## src/rtl/launch_ctrl.sv

```systemverilog
// rtl/launch_ctrl.sv - aim/charge/flight/done controller for a launcher game
// Aim and fire buttons drive a power charge; collisions score during flight.
module launch_ctrl #(
  parameter int ANGLE_MAX    = 6,
  parameter int MAX_POWER    = 100,
  parameter int POWER_STEP   = 2,
  parameter int MIN_POWER    = 10,
  parameter int BIRDS        = 3,
  parameter int FLIGHT_TICKS = 600
) (
  input  logic       clk,
  input  logic       rst,
  input  logic       tick,
  input  logic       up_op,
  input  logic       down_op,
  input  logic       fire_db,
  input  logic [3:0] collide_op,
  input  logic       landed,
  output logic [1:0] state,
  output logic [2:0] angle,
  output logic [6:0] power,
  output logic       launch,
  output logic [6:0] launch_power,
  output logic [1:0] birds_left,
  output logic [7:0] score
);

  localparam int CW = $clog2(FLIGHT_TICKS + 1);

  typedef enum logic [1:0] {
    S_AIM    = 2'd0,
    S_CHARGE = 2'd1,
    S_FLIGHT = 2'd2,
    S_DONE   = 2'd3
  } state_t;

  state_t        state_q;
  logic [2:0]    angle_q, angle_d;
  logic [6:0]    power_q, power_d;
  logic          launch_q;
  logic [6:0]    launch_power_q;
  logic [1:0]    birds_q;
  logic [7:0]    score_q, score_d;
  logic [CW-1:0] flight_cnt_q, flight_cnt_d;
  logic          fire_q;

  logic          fire_rise;
  logic          flight_end;
  logic [2:0]    hits;
  logic [7:0]    power_sum;
  logic [8:0]    score_sum;

  assign fire_rise = fire_db & ~fire_q;

  always_comb begin
    angle_d = angle_q;
    if (up_op && !down_op && angle_q < 3'(ANGLE_MAX)) begin
      angle_d = angle_q + 3'd1;
    end else if (down_op && !up_op && angle_q != 3'd0) begin
      angle_d = angle_q - 3'd1;
    end

    power_sum = {1'b0, power_q} + 8'(POWER_STEP);
    power_d   = (power_sum >= 8'(MAX_POWER)) ? 7'(MAX_POWER) : power_sum[6:0];

    hits = {2'b00, collide_op[0]} + {2'b00, collide_op[1]}
         + {2'b00, collide_op[2]} + {2'b00, collide_op[3]};
    score_sum = {1'b0, score_q} + {6'b000000, hits};
    score_d   = score_sum[8] ? 8'hFF : score_sum[7:0];

    flight_cnt_d = tick ? flight_cnt_q + CW'(1) : flight_cnt_q;
    // The counter is compared as registered, so the timeout lands one cycle after the last tick.
    flight_end   = landed || (flight_cnt_q >= CW'(FLIGHT_TICKS));
  end

  always_ff @(posedge clk) begin
    if (rst) begin
      state_q        <= S_AIM;
      angle_q        <= 3'(ANGLE_MAX / 2);
      power_q        <= 7'd0;
      launch_q       <= 1'b0;
      launch_power_q <= 7'd0;
      birds_q        <= 2'(BIRDS);
      score_q        <= 8'd0;
      flight_cnt_q   <= '0;
      fire_q         <= 1'b0;
    end else begin
      fire_q   <= fire_db;
      launch_q <= 1'b0;
      case (state_q)
        S_AIM: begin
          angle_q <= angle_d;
          if (fire_rise) begin
            state_q <= S_CHARGE;
            power_q <= 7'd0;
          end
        end
        S_CHARGE: begin
          // Release is checked before the tick so a coincident tick never inflates the shot.
          if (!fire_db) begin
            if (power_q >= 7'(MIN_POWER)) begin
              launch_q       <= 1'b1;
              launch_power_q <= power_q;
              flight_cnt_q   <= '0;
              state_q        <= S_FLIGHT;
            end else begin
              power_q <= 7'd0;
              state_q <= S_AIM;
            end
          end else if (tick) begin
            power_q <= power_d;
          end
        end
        S_FLIGHT: begin
          score_q      <= score_d;
          flight_cnt_q <= flight_cnt_d;
          if (flight_end) begin
            birds_q <= birds_q - 2'd1;
            power_q <= 7'd0;
            state_q <= (birds_q == 2'd1) ? S_DONE : S_AIM;
          end
        end
        S_DONE: begin
          if (fire_rise) begin
            birds_q <= 2'(BIRDS);
            score_q <= 8'd0;
            state_q <= S_AIM;
          end
        end
        default: state_q <= S_AIM;
      endcase
    end
  end

  assign state        = state_q;
  assign angle        = angle_q;
  assign power        = power_q;
  assign launch       = launch_q;
  assign launch_power = launch_power_q;
  assign birds_left   = birds_q;
  assign score        = score_q;

endmodule
```

## config.mk

```make
export PLATFORM = sky130hd
export DESIGN_NAME = launch_ctrl
export DESIGN_NICKNAME = d
export VERILOG_FILES = /design/src/rtl/launch_ctrl.sv
export SDC_FILE = /design/constraint.sdc
export NUM_CORES = 1
export LEC_CHECK = 0
export ABC_AREA = 1
export BUFFER_PORTS_ARGS = -buffer_cell sky130_fd_sc_hd__buf_2
export CORE_MARGIN = 1
export CORE_UTILIZATION = 44
export CTS_BUF_LIST = sky130_fd_sc_hd__clkbuf_2
export DETAILED_ROUTE_END_ITERATION = 10
export PLACE_DENSITY = 0.65
export SYNTH_ARGS = -nofsm -noshare
export SYNTH_HDL_FRONTEND = slang
export SYNTH_SLANG_ARGS = --single-unit
```

## constraint.sdc

```tcl
create_clock -name clk -period 2.68 [get_ports clk]
set_input_delay 0.402 -clock clk [delete_from_list [all_inputs] [get_ports clk]]
set_output_delay 0.402 -clock clk [all_outputs]
set_load 0.02 [all_outputs]
```

==> results of run 1 <==
-- worst max-delay path, delay by kind of cell --
family,cells,cell delay [ns]
buf+inv,3,0.25
compound gates,2,0.23
simple gates,4,0.62
fa+ha+maj,3,1.12
-- sequential cells by signal (all words and copies together), names as in the netlist --
signal        count
flight_cnt_q     10
score             8
launch_power      6
power             6
angle             3
birds_left        2
state             2
fire_q            1
launch            1
-- synthesized netlist by cell type (4+ instances only) --
library cell	count	share of area, %
nand2_1	81	14
o21ai_1	21	4.7
ha_1	7	3.9
nor2_1	25	4.2
nand4_1	6	1.7
dfxtp_1	39	35
fa_1	4	3.6
nand3_1	19	4.2
a21oi_1	29	6.5
nand2_2	4	1.1
inv_2	7	1.2
o21ai_0	9	2.0
inv_1	39	6.5
nor3_1	5	1.1
-- how the worst min path moves through the flow --
| stage | cells past startpoint | slack (ns) | endpoint |
|---|---|---|---|
| 6_report | 3 | 0.27 | fire_q |
| 5_1_grt | 3 | 0.25 | fire_q |
| 4_1_cts | 3 | 0.25 | fire_q |
| 3_5_place_dp | 2 | 0.45 | launch_power[6] |
| 3_3_place_gp | 2 | 0.45 | launch_power[6] |
| 2_1_floorplan | 1 | 0.45 | flight_cnt_q[3] |
-- routing by layer --
layer,vias up,track usage (%)
li1,1128,-
met1,957,24.2
met2,35,35.3
met3,6,4.25
met4,0,5.98
met5,-,0
-- final cells by class --
| cell class | count | area share (%) |
|---|---|---|
| Tap cell | 67 | 3.32 |
| Timing Repair Buffer | 39 | 7.82 |
| Clock inverter | 2 | 0.495 |
| Sequential cell | 39 | 30.9 |
| Clock buffer | 6 | 1.19 |
| Inverter | 46 | 6.83 |
| Multi-Input combinational cell | 234 | 49.5 |
-- report_power, final --
| group | total (uW) | internal [uW] | leakage (uW) | switching [uW] |
|---|---|---|---|---|
| combinational | 603 | 196 | 0.000804 | 408 |
| clock | 268 | 66.4 | 0.0000290 | 202 |
| sequential | 699 | 632 | 0.000316 | 66.2 |
| total | 1570 | 895 | 0.00115 | 676 |
-- cell families after synthesis --
logic type      Yosys count  synth area share [%]
flops                    39                  34.8
other cells               1                 0.167
simple gates            149                  30.0
fa+ha+maj                11                  7.48
compound gates           67                  16.0
buf+inv                  53                  9.60
xor+xnor                  5                  1.95
-- stage by stage --
step	power (uW)	instance area (um2)	hold WS, ns	worst slack, ns	utilization (%)
floorplan	1170	2250	0.446	0.281	-
global placement	1310	2480	0.450	0.0759	51.6
detailed placement	1320	2480	0.449	0.00679	51.6
CTS	1590	2530	0.251	0.456	52.5
global route	1690	2530	0.249	0.316	52.5
finish	1570	2530	0.268	0.432	52.5
==> metrics, run 1 <==
status completed; Site Rows 25; CP dominant cell by count fa_1; first-pass GRT wire length 8380 um; RePlAce Congestion 0.820; CORE AREA 0.00482 mm2; initial core utilization 46.5%; Peak supply drop 0.353 mV; via-per-instance ratio 4.91; highest metal used met4; largest buffer count on any clock path 2; first drt pass iteration count 4; CP Launch Point collide_op[0]; Req. time, crit path 3.05 ns; Root Driver clkbuf_2; fmax 445 MHz; met3 WL 172 um; CTS tree built; footprint of the multi-input gates 0.00125 mm2; maxcap violations 0; Critical Path AT 2.61 ns; vias in the first global route 1985; Seq. cell area 781 um2; die area 0.00539 mm2; CTS resizes 0; Max FO, Critical Path 5; DRC 0; critical setup path kind primary input to register; Detailed Place HPWL 3640 um; ys flop type dfxtp_1; Yosys reg bits 39; FFs w/ async S/R, synth 0%; clock slew at reported path FFs 0.22 ns; Boundary Pins 41; fill cell count 514; metal1 wirelength 2320 um; R2R setup slack 0.61 ns; CP max-delay cell fa_1; slowest stage delay, CP 0.53 ns; hold wc startpoint fire_db; clock sinks 39; Die H 73.4 um; Reg2Reg Depth 10; post-CTS setup buffer count 0; reg2reg start score[0]; CP cell instances buf_2, fa_1, inv_1, fa_1, inv_1, fa_1, nand2_1, nor3_1, nand2_1, nor2_2, o21ai_1, a21oi_1; drt initial violations 77; Hold Crit Class primary input to register; CP Launch Type primary input; routed len/inst 11.2 um; fin. max-slew vios 0; H-tree depth 2; grt total ovfl 0; most frequent cells in the layout nand2_1 (81), inv_1 (39), dfxtp_1 (39); IO Port Bufs 38; Worst-Skew Late Latency 0.41 ns; Routed Antenna Nets 0; Die Wd 73.4 um; number of CTS-inserted buffers 5; GRT Total Usage 19.9%; Clock Skew 0.0229 ns; # diodes 0; vias 2126; Synth Instances 325; crit path to score[5]; Syn Area/Cell 6.90 um2; placed cells 425; Fin. Hold Viols 0; # hold bufs at CTS 0; warnings from Yosys 0; Final Instance Count excl. Fillers 433; area delta synth->final 12.7%; Final Critical Period 2.25 ns; r2r endpoint score[5]; met2 WL post-DR 2290 um; initial antenna violation count 0; layout cell share with drive strength beyond 1 18.9%; RSZ-0062 raised after global routing false; Synth Cell Area 0.00224 mm2; post-synthesis sequential area ratio 34.8%; setup violators final 0; Worst Setup End Kind register; leakage power 0.00115 uW; synth unique cells 33; EDFF count, synth 0; pwr dens 621 mW/mm2; most common cell after layout, fill and taps aside nand2_1; Layout Nets 387; Setup TNS 0 ns; largest net degree at the start of global routing 20; final WL 4840 um; Tcrit/Tclk final 83.9%
Note: power is estimated with default switching activity, not from simulation.
==> inputs of run 2 (changes only) <==
Clock period 2.68 ns to 2.2 ns, I/O delays scaled along.
==> metrics, run 2 (synthesis gave the netlist of run 1 again) <==
clock sinks 39; number of CTS-inserted buffers 5; final WL 4670 um; Setup WS post-layout 0.155 ns; post-CTS setup buffer count 0; Hold Crit Class primary input to register; Req. time, crit path 2.54 ns; Sw Ratio 42.3%; pwr dens 736 mW/mm2; CTS tree built; Boundary Pins 41; Fin. Hold Viols 0; fin. max-slew vios 0; vias 2074; hold wc startpoint fire_db; Worst Hold Depth 3; initial core utilization 46.5%; largest buffer count on any clock path 2; routed len/inst 10.6 um; maxcap violations 0; Clk pwr share 16.0%; Site Rows 25; Min-Delay Endpoint fire_q; first drt pass iteration count 6; fmax 489 MHz; RePlAce Congestion 0.853; pre-CTS setup slack -0.278 ns; RSZ-0062 raised after global routing false; logic gate share of total power 39.1%; largest register by flop count flight_cnt_q; Critical Path AT 2.38 ns; via-per-instance ratio 4.72; Final Critical Period 2.05 ns; largest delay contributor family on the critical path adder cells; status completed; critical setup path kind primary input to register; H-tree depth 2; CP cell instances buf_2, fa_1, inv_1, fa_2, inv_2, fa_2, nand2_1, nor3_2, nand2_1, nor2_2, o21ai_1, a21oi_1; # hold bufs at CTS 0; area delta synth->final 15.0%; drt initial violations 117; Max FO, Critical Path 5; Root Driver clkbuf_2; CORE AREA 0.00482 mm2; Tcrit/Tclk final 93.0%; setup violators final 0; most frequent cells in the layout nand2_1 (81), dfxtp_1 (39), inv_1 (38), buf_2 (38), a21oi_1 (29); layout cell share with drive strength beyond 1 20.7%; Die Wd 73.4 um; Detailed Place HPWL 3540 um; R2R setup slack 0.30 ns; max reg flops 10; vias in the first global route 1792; IO Port Bufs 38; Internal 1090 uW; die area 0.00539 mm2; Reg2Reg Depth 10; Routed Antenna Nets 0; # diodes 0; Psw 803 uW; GRT Total Usage 19.3%; DRC 0; r2r endpoint score[2]; Layout Nets 393; crit path buf inv count 3; CP max-delay cell fa_1; slowest stage delay, CP 0.53 ns; first-pass GRT wire length 8100 um; grt total ovfl 0; Worst Setup End Kind register; leakage power 0.00117 uW; Clock Skew 0.00863 ns; Die H 73.4 um; largest net degree at the start of global routing 19; clock slew at reported path FFs 0.19 ns; most common cell after layout, fill and taps aside nand2_1; Levels on crit path 12; sequential power share 44.9%; CP Launch Type primary input; CTS resizes 0; initial antenna violation count 0; Peak supply drop 0.424 mV; reg2reg start score[0]; Layout Utilization 53.5%; Worst-Skew Late Latency 0.39 ns
==> run 2: changes by cell type in the layout (fill, tap and decap cells not counted), sizes merged <==
cell / change
clkinv: +1
buf: +6
clkinvlp: -1
==> run 2: cell type report <==
type,count,area (um2)
Clock buffer,6,30.0
Clock inverter,2,7.51
Fill cell,511,2240
Inverter,46,173
Multi-Input combinational cell,234,1260
Sequential cell,39,781
Tap cell,67,83.8
Timing Repair Buffer,45,243
==> run 2: how the worst max path moves through the flow <==
stage	from	endpoint	slack, ns
after floorplan	collide_op[0]	score[2]	-0.04
after global placement	collide_op[0]	score[4]	-0.23
after detailed placement	collide_op[0]	score[4]	-0.28
after CTS	collide_op[0]	score[2]	0.15
after global routing	collide_op[0]	score[2]	0.004
final	collide_op[0]	score[2]	0.15
==> run 2: metal layers <==
| layer | part of all wire [%] | GRT usage [%] | vias to the layer above |
|---|---|---|---|
| met1 | 53 | 28.1 | 888 |
| met4 | 1.3 | 6.41 | 0 |
| met3 | 4.4 | 4.80 | 7 |
| met2 | 41 | 27.7 | 42 |
| li1 | - | - | 1137 |
| met5 | 0 | 0 | - |
==> run 2: stage by stage <==
step | instance area [um2] | setup TNS, ns | cells | total power (uW) | hold WS, ns
after detailed placement | 2540 | -1.87 | 431 | 1610 | 0.448
after floorplan | 2260 | -0.199 | 326 | 1430 | 0.446
after global routing | 2580 | 0 | 439 | 2060 | 0.156
after global placement | 2540 | -1.53 | 431 | 1610 | 0.439
final | 2580 | 0 | 439 | 1900 | 0.200
after CTS | 2580 | 0 | 439 | 1910 | 0.175
==> run 2: power by group through the flow <==
stage	clock, uW	combinational, uW	sequential [uW]
final	304	742	851
after global routing	348	852	864
after CTS	316	748	850
after detailed placement	0	744	865
after global placement	0	740	865
after floorplan	0	514	921
==> run 2: tightest hold or removal path, cell delays in order <==
cell,delay (ns)
buf_2,0.13
inv_1,0.07
nor2_1,0.04
==> inputs of run 3 (changes only) <==
Settings changed: PLACE_DENSITY 0.65 to 0.68.
Clock period 2.2 ns to 1.8 ns, I/O delays scaled along.
==> metrics, run 3 (synthesis gave the netlist of run 1 again) <==
Req. time, crit path 2.14 ns; Final Critical Period 1.90 ns; maxcap violations 0; max reg flops 10; GRT busiest layer met2; CP dominant cell by count buf_4; # diodes 0; via-per-instance ratio 4.77; CP cell instances buf_6, fa_1, inv_1, fa_2, inv_2, fa_2, nand2_2, nor3_4, buf_4, buf_4, buf_4, o21ai_1, a21oi_1; Routed Antenna Nets 0; H-tree depth 2; Detailed Place HPWL 3820 um; area delta synth->final 19.5%; met1 GRT Util 28.0%; first drt pass iteration count 4; Sw Ratio 42.3%; logic gate share of total power 41.0%; Die Wd 73.4 um; Clock Skew 0.00998 ns; layout cell share with drive strength beyond 1 24.1%; Internal 1380 uW; CTS tree built; hold_ws 0.138 ns; slowest stage delay, CP 0.53 ns; number of CTS-inserted buffers 5; Max FO, Critical Path 2; Setup TNS -0.636 ns; fmax 525 MHz; RSZ-0062 raised after global routing true; Tcrit/Tclk final 106%; first-pass GRT wire length 8460 um; Site Rows 25; most frequent cells in the layout nand2_1 (79), dfxtp_1 (39), inv_1 (37), buf_2 (37), a21oi_1 (29); total power 2400 uW; Die H 73.4 um; vias 2135; routed len/inst 11.0 um; largest buffer count on any clock path 2; pwr dens 894 mW/mm2; initial core utilization 46.5%; clock sinks 39; CORE AREA 0.00482 mm2; Peak supply drop 0.554 mV; Critical Path AT 2.24 ns; initial antenna violation count 0; Worst Setup End Kind register; CP max-delay cell fa_1; sequential power share 43.2%; GR Util met3 4.53%; die area 0.00539 mm2; CP Launch Type primary input; GRT Total Usage 20.1%; RePlAce Congestion 0.864; vias in the first global route 1939; fill cell count 502; failing checks setup timing; Fin. Hold Viols 0; status complete, but fails checks; Setup WS post-layout -0.103 ns; drt initial violations 100; Boundary Pins 41; Layout Nets 402; clock slew at reported path FFs 0.19 ns; Root Driver clkbuf_2; Hold Crit Class primary input to register; routing usage on met2 31.1%; IO Port Bufs 38; critical setup path kind primary input to register; # hold bufs at CTS 0; leakage power 0.00125 uW; most common cell after layout, fill and taps aside nand2_1; Clk pwr share 15.8%; largest register by flop count flight_cnt_q; grt total ovfl 0; DRC 0; largest net degree at the start of global routing 14; setup violators final 8; Worst-Skew Late Latency 0.39 ns; Psw 1010 uW; fin. max-slew vios 0; final WL 4920 um
run 3: cell types whose count changed in the layout (fill, tap and decap cells not counted), sizes merged:
cell,previous run,this run
clkbuf,6,5
buf,45,54
clkinv,2,3
run 3: layout make-up:
cell class	count	area (um2)	area share (%)
clock inverter	3	15.0	0.560
timing repair buffer	54	317	11.8
sequential	39	781	29.1
multi-input combinational	234	1280	48.0
tap	67	83.8	3.13
clock buffer	5	25.0	0.934
inverter	46	173	6.45
run 3: per-stage QoR:
step | instance area (um2) | setup slack (ns) | cells | util [%]
floorplan | 2260 | -0.383 | 326 | -
global placement | 2580 | -0.543 | 436 | 53.5
detailed placement | 2580 | -0.637 | 436 | 53.5
CTS | 2660 | -0.0798 | 447 | 55.3
global route | 2680 | -0.224 | 448 | 55.6
finish | 2680 | -0.103 | 448 | 55.6
run 3: final timing paths:
| path | end | from | slack (ns) | depth (start not counted) |
|---|---|---|---|---|
| max reg2reg | score[6] | score[0] | 0.01 | 11 |
| min | fire_q | fire_db | 0.14 | 3 |
| min reg2reg | launch_power[3] | launch_power[3] | 0.47 | 2 |
| max | score[6] | collide_op[0] | -0.10 | 13 |
run 3: power groups by stage:
stage / sequential, uW / combinational (uW) / clock, uW
6_report: 1040 / 982 / 379
5_1_grt: 1050 / 1100 / 426
4_1_cts: 1040 / 972 / 398
3_5_place_dp: 1050 / 958 / 0
3_3_place_gp: 1050 / 949 / 0
2_1_floorplan: 1130 / 628 / 0
run 3: layer usage:
layer  vias to the layer above  wire length (um)
li1                       1157                 -
met1                       948              2570
met2                        25              2140
met3                         5               151
met4                         0                55
met5                         -                 0
run 3: repair_timing:
item	in CTS	in global routing
buffers inserted	3	1
resized for setup	6	4
endpoints found under the setup margin	8	12
pin swaps	4	2
run 3: worst max-delay path: cells and delay by family:
| kind | cells | cell delay (ns) |
|---|---|---|
| adder cells (fa/ha/maj) | 3 | 1.07 |
| buffers and inverters | 6 | 0.51 |
| AND/OR/NAND/NOR | 2 | 0.22 |
| AO/OA/AOI/OAI | 2 | 0.16 |
